`config.mk`:
```
export PLATFORM = sky130hd
export DESIGN_NAME = detector_ctrl
export DESIGN_NICKNAME = d
export VERILOG_FILES = /design/src/rtl/detector_pkg.sv /design/src/rtl/detector_serializer.sv /design/src/rtl/detector_ctrl.sv
export SDC_FILE = /design/constraint.sdc
export NUM_CORES = 1
export LEC_CHECK = 0
export CAP_MARGIN = 0
export CORE_MARGIN = 2
export CORE_UTILIZATION = 26
export DETAILED_ROUTE_END_ITERATION = 12
export DONT_BUFFER_PORTS = 1
export GPL_TIMING_DRIVEN = 0
export SLEW_MARGIN = 15
export SYNTH_ARGS = -nofsm -noshare
export SYNTH_HDL_FRONTEND = slang
export SYNTH_SLANG_ARGS = --single-unit
```
`constraint.sdc`:
```
create_clock -name clk -period 3.55 [get_ports clk]
set_input_delay 0.71 -clock clk [delete_from_list [all_inputs] [get_ports clk]]
set_output_delay 0.71 -clock clk [all_outputs]
set_load 0.05 [all_outputs]
```
`src/rtl/detector_pkg.sv`:
```
// rtl/detector_pkg.sv - shared state type and default parameters for the detector sequencing controller.
package detector_pkg;

  typedef enum logic [2:0] {
    IDLE,
    RST,
    SHIFT,
    DRAIN,
    REPORT
  } state_t;

  localparam int DET_W_DEF     = 8;
  localparam int DET_Z_LAT_DEF = 1;

endpackage

```
`src/rtl/detector_serializer.sv`:
```
// rtl/detector_serializer.sv - W-bit load/shift-left register, MSB first, with bit index and last-bit flag.
module detector_serializer
  import detector_pkg::*;
#(
  parameter int W = DET_W_DEF,
  localparam int KW = (W > 1) ? $clog2(W) : 1
) (
  input  logic          clk,
  input  logic          reset,
  input  logic          i_load,
  input  logic          i_shift,
  input  logic [W-1:0]  i_data,
  output logic          o_msb,
  output logic [KW-1:0] o_idx,
  output logic          o_last
);

  logic [W-1:0]  r_sr;
  logic [KW-1:0] r_idx;

  always_ff @(posedge clk) begin
    if (reset) begin
      r_sr  <= '0;
      r_idx <= '0;
    end else if (i_load) begin
      r_sr  <= i_data;
      r_idx <= '0;
    end else if (i_shift) begin
      r_sr  <= {r_sr[W-2:0], 1'b0};
      r_idx <= o_last ? '0 : r_idx + KW'(1);
    end
  end

  assign o_msb  = r_sr[W-1];
  assign o_idx  = r_idx;
  assign o_last = (r_idx == KW'(W - 1));

endmodule

```
`src/rtl/detector_ctrl.sv`:
```
// rtl/detector_ctrl.sv - word-to-serial sequencer and match counter around a bit-serial sequence detector.
// Optional per-word detector reset: DETECTOR_CTRL_WORD_ISOLATE_EN.
module detector_ctrl
  import detector_pkg::*;
#(
  parameter int W     = DET_W_DEF,
  parameter int Z_LAT = DET_Z_LAT_DEF,
  parameter int CW    = $clog2(W + 1)
) (
  input  logic          clk,
  input  logic          reset,
  input  logic          s_valid,
  output logic          s_ready,
  input  logic [W-1:0]  s_data,
  output logic          det_reset,
  output logic          det_w,
  input  logic          det_z,
  output logic          m_valid,
  input  logic          m_ready,
  output logic [CW-1:0] m_count,
  output logic          m_hit
);

  localparam int KW = $clog2(W);
  localparam logic [2:0] DRAIN_LAST = 3'((Z_LAT > 0) ? Z_LAT - 1 : 0);

  state_t        r_state;
  state_t        w_next;
  logic [CW-1:0] r_count;
  logic [2:0]    r_drain_cnt;
  logic          w_load;
  logic          w_shift;
  logic          w_msb;
  logic          w_last;
  logic [KW-1:0] w_idx;
  logic          w_in_window;
  logic          w_s_fire;
  logic          w_m_fire;

  assign w_s_fire = s_valid & s_ready;
  assign w_m_fire = m_valid & m_ready;

  detector_serializer #(.W(W)) u_ser (
    .clk     (clk),
    .reset   (reset),
    .i_load  (w_load),
    .i_shift (w_shift),
    .i_data  (s_data),
    .o_msb   (w_msb),
    .o_idx   (w_idx),
    .o_last  (w_last)
  );

  always_ff @(posedge clk) begin
    if (reset) begin
      r_state <= IDLE;
    end else begin
      r_state <= w_next;
    end
  end

  always_comb begin
    w_next = r_state;
    case (r_state)
      IDLE: begin
        if (w_s_fire) begin
`ifdef DETECTOR_CTRL_WORD_ISOLATE_EN
          w_next = RST;
`else
          w_next = SHIFT;
`endif
        end
      end
      RST:     w_next = SHIFT;
      SHIFT:   if (w_last) w_next = (Z_LAT == 0) ? REPORT : DRAIN;
      DRAIN:   if (r_drain_cnt == DRAIN_LAST) w_next = REPORT;
      REPORT:  if (w_m_fire) w_next = IDLE;
      default: w_next = IDLE;
    endcase
  end

  // The counting window trails the shifted bits by the detector latency: the
  // tail of SHIFT from index Z_LAT onward plus all of DRAIN.
  always_comb begin
    s_ready     = 1'b0;
    m_valid     = 1'b0;
    det_w       = 1'b0;
    det_reset   = reset;
    w_load      = 1'b0;
    w_shift     = 1'b0;
    w_in_window = 1'b0;
    case (r_state)
      IDLE: begin
        s_ready = 1'b1;
        w_load  = s_valid;
      end
`ifdef DETECTOR_CTRL_WORD_ISOLATE_EN
      RST: det_reset = 1'b1;
`endif
      SHIFT: begin
        det_w       = w_msb;
        w_shift     = 1'b1;
        w_in_window = (int'(w_idx) >= Z_LAT);
      end
      DRAIN:   w_in_window = 1'b1;
      REPORT:  m_valid = 1'b1;
      default: ;
    endcase
  end

  always_ff @(posedge clk) begin
    if (reset) begin
      r_count     <= '0;
      r_drain_cnt <= '0;
    end else begin
      if (w_s_fire) begin
        r_count <= '0;
      end else if (w_in_window && det_z) begin
        r_count <= r_count + CW'(1);
      end
      if (r_state == DRAIN) begin
        r_drain_cnt <= r_drain_cnt + 3'd1;
      end else begin
        r_drain_cnt <= '0;
      end
    end
  end

  assign m_count = r_count;
  assign m_hit   = |r_count;

endmodule
```
==> impl_results.md, run 1 <==
* Setup-failing EPs final at 0
* CTS Root Cell: clkbuf_8
* Register area at 420.4 sq um
* Chip Width at between 60 and 70 um
* Worst-path fanout max at 10
* Final ANT Viol Nets at 0
* Die H at between 60 and 70 um
* Post-route DRC at 0
* Critical path's largest stage delay at ~0.53 ns
* Met3 GRT Util at a little over 4%
* Cells after Synth at between 100 and 150
* Share of layout cells above drive strength 1 at between 10% and 20%
* I/O Pins at 22
* Crit path DAT at between 1.5 and 2 ns
* FF-to-FF path depth at 4
* Slew @ Worst Pin at around 0.83 ns
* Final wirelength at roughly 2.3 mm
* Post-synth top area share at 38.93%
* H-tree Lvls at 1
* Critical path's slowest cell: and2_1
* Largest cells by area after synthesis: dfxtp_1 39%, a311oi_2 8.3%, ha_1 8.1%
* FF+latch count, synth at 21
* CP Capture Type: output port
* Power, Total at 0.4700 mW
* Max Buffers Root-to-Sink at 2
* Synth unique cells at 31
* Yosys top cell by area: dfxtp_1
* Ys async rst share at 0%
* Post-synth EDFFs at 0
* GR peak layer: met2
* Final WS setup at between 1 and 1.5 ns
* Net count after synthesis at between 100 and 150
* P_leak at approximately 0.43 nW
* Initial Util at about 27%
* Mapped Area at ~0.0011 sq mm
* DP Worst Slack at between 1 and 1.5 ns
* WHS Path Cells at 1
* Drt wl/cell at 12.79 um
* Yosys warns at 0
* Final critical-path share of the clock period at between 70 and 80%
* Gr ovfl total at 0
* Final Instance Area at about 0.0012 sq mm
* Multi-input gate area at around 600 sq um
* Final Net Count at 150
* Worst path cell trace: buf_2 -> nor3b_2 -> and2_1
* TritonCTS clock tree: built
* Post-DR vias/cell at approximately 5.0
* Final min period at between 2 and 3 ns
* Syn Area/Cell at 8.638 sq um
* Most common cell in the netlist: dfxtp_1
* Port Buf Inserts at 0
* # Post-CTS Setup Buffers at 0
* CP required at around 2.8 ns
* CTS Buf Count at 3
* Util after Layout at a little under a third
* Final TNS setup at 0 ns
* Core Region at 0.004000 sq mm
* Status: completed
* Antenna cell count at 0
* Total number of vias at 891
* Post-CTS Hold Buffers at 0
* Hold worst-path end: r_drain_cnt[0]
* Global-route wire length before repair at 3.684 mm
* Grt met2 use at 18.99%
* Power per cell area at between 300 and 400 mW/mm^2
* Dpl hpwl at 1.731 mm
* Worst VDD drop at approximately 0.15 mV
* Final hold viol count at 0
* Final Skew at ~0.0018 ns
* Vias in the first global route at 860
* Startpoint Class: register
* Synth Flop Type: dfxtp_1
* 1st-pass router iterations at 4
* Worst-path clk slew at 0.08 ns
* Syn-to-layout area delta at 11.24%
* Relative slew slack at 44.54%
* Post_cts resized at 0
* Kind of critical path: reg -> out
* M1 GR Usage at 11.32%
* Largest net degree at the start of global routing at 14
* # clock sinks at 21
* Fill count at between 400 and 500
* DIE AREA at approximately 0.0047 sq mm
* Post-DP Area at approximately 0.0012 sq mm
* Iter 0 DRT Violations at 24
* Sequential fraction of the synthesis area at between 30% and 40%
* RSZ-0062 raised after global routing: false
* Hold Crit Class: reg -> reg
* Hold Startpoint: r_drain_cnt[0]
* Clock Latency Late Sink at between 0.2 and 0.3 ns
* FF-to-FF setup slack at between 1.5 and 2 ns
* Gr usage total at a little over a tenth
* Final max-slew violation count at 0
* Initial antenna violation count at 0
* Max cap viols at 0
* Most frequent cells after synthesis: 21 x dfxtp_1, 19 x nand2_1, 13 x nor2_1
* Max Fclk at roughly 390 MHz
* RePlAce Congestion at a little over 0.7
* Row Count at 23
* FF-to-FF End: m_count[2]
* Reg-to-reg startpoint: m_count[1]
[critical path, delay by kind of cell (launching register included)]
| kind | cells | cell delay [ns] |
|---|---|---|
| buffers and inverters | 1 | 0.19 |
| flip-flops | 1 | 0.33 |
| AND/OR/NAND/NOR | 2 | 1.04 |
[cell usage in the layout, fill, tap and decap left out, drive strengths merged, types with 2 or more instances in the layout]
| cell type | synthesis | layout |
|---|---|---|
| dfxtp | 21 | 21 |
| nand2 | 19 | 19 |
| nor2 | 13 | 13 |
| a21oi | 9 | 9 |
| inv | 8 | 8 |
| ha | 7 | 7 |
| nand3 | 6 | 6 |
| a311oi | 6 | 6 |
| buf | 6 | 6 |
| clkbuf | 2 | 5 |
| or4 | 3 | 3 |
| nor3 | 3 | 3 |
| or3 | 2 | 2 |
| nor4b | 2 | 2 |
| and3b | 2 | 2 |
| nor4 | 2 | 2 |
| o31ai | 2 | 2 |
| o21ai | 2 | 2 |
[cell type report]
type                    count  area share, %
well taps                  50          5.208
plain buffers               8          4.271
clock buffers               3          3.438
inverters                   8          2.500
flip-flops and latches     21          35.00
clock inverters             1         0.6250
multi-input cells          88          48.96
[kinds of logic (layout without fill, tap and decap cells)]
| logic type | Yosys count | in the layout | share of synthesized area (%) |
|---|---|---|---|
| and+or+nand+nor | 58 | 58 | 27.70 |
| AOI/OAI and AO/OA | 22 | 22 | 16.92 |
| DFF | 21 | 21 | 38.93 |
| buffers and inverters | 16 | 20 | 7.532 |
| adders and majority gates | 7 | 7 | 8.111 |
| xor gates and xnor gates | 1 | 1 | 0.8113 |
[how the worst max path moves through the flow]
| stage | start | endpoint | slack (ns) | cells past startpoint |
|---|---|---|---|---|
| 2_1_floorplan | r_state[1] | m_valid | 1.24 | 2 |
| 6_report | r_state[0] | det_w | 1.02 | 3 |
| 5_1_grt | r_state[0] | det_w | 0.92 | 3 |
| 3_3_place_gp | r_state[1] | s_ready | 1.13 | 2 |
| 3_5_place_dp | r_state[0] | det_w | 1.31 | 3 |
| 4_1_cts | r_state[0] | det_w | 1.02 | 3 |
[stage by stage]
step                      instances  hold slack (ns)
after floorplan                 125           0.4173
after global placement          175           0.4271
after detailed placement        175           0.4471
after CTS                       179           0.4596
after global routing            179           0.4878
final                           179           0.4537
[routing by layer]
metal / up-vias / part of all wire (%) / wire length [um]
met1: 427 / 45 / 1020
met2: 16 / 50 / 1137
li1: 446 / - / -
met3: 2 / 4.9 / 113
met4: 0 / 0.83 / 19
met5: - / 0 / 0
[flip-flops by register name, indices dropped and copies added (netlist names)]
| signal | flops |
|---|---|
| m_count | 4 |
| r_drain_cnt | 3 |
| r_state | 3 |
| u_ser.o_idx | 3 |
| u_ser.r_sr | 8 |
[report_power, final]
| group | switching [mW] | internal (mW) | total [mW] | leakage, nW |
|---|---|---|---|---|
| Combinational | 0.0363 | 0.0191 | 0.0554 | 0.234 |
| Clock | 0.0843 | 0.0793 | 0.164 | 0.0217 |
| Sequential | 0.00639 | 0.245 | 0.251 | 0.171 |
| Total | 0.127 | 0.343 | 0.470 | 0.427 |
Power figures use the tool's default switching activity.
==> inputs of run 2 (changes only) <==
- clock period: 3.55 -> 2.5 ns (I/O delays scaled with it)
==> results of run 2 <==
Same layout as run 1 (identical final DEF). Status: completed.
Among the figures that moved: setup slack after placement 1.310 ns -> 0.4699 ns; setup slack after layout 1.017 ns -> 0.1775 ns; hold slack 0.4537 ns -> 0.3073 ns; register-to-register setup slack 1.82 ns -> 0.77 ns; end point of the worst hold path r_drain_cnt[0] -> r_state[1]; total power 0.4700 mW -> 0.6674 mW; worst IR drop on VDD 0.1514 mV -> 0.2150 mV
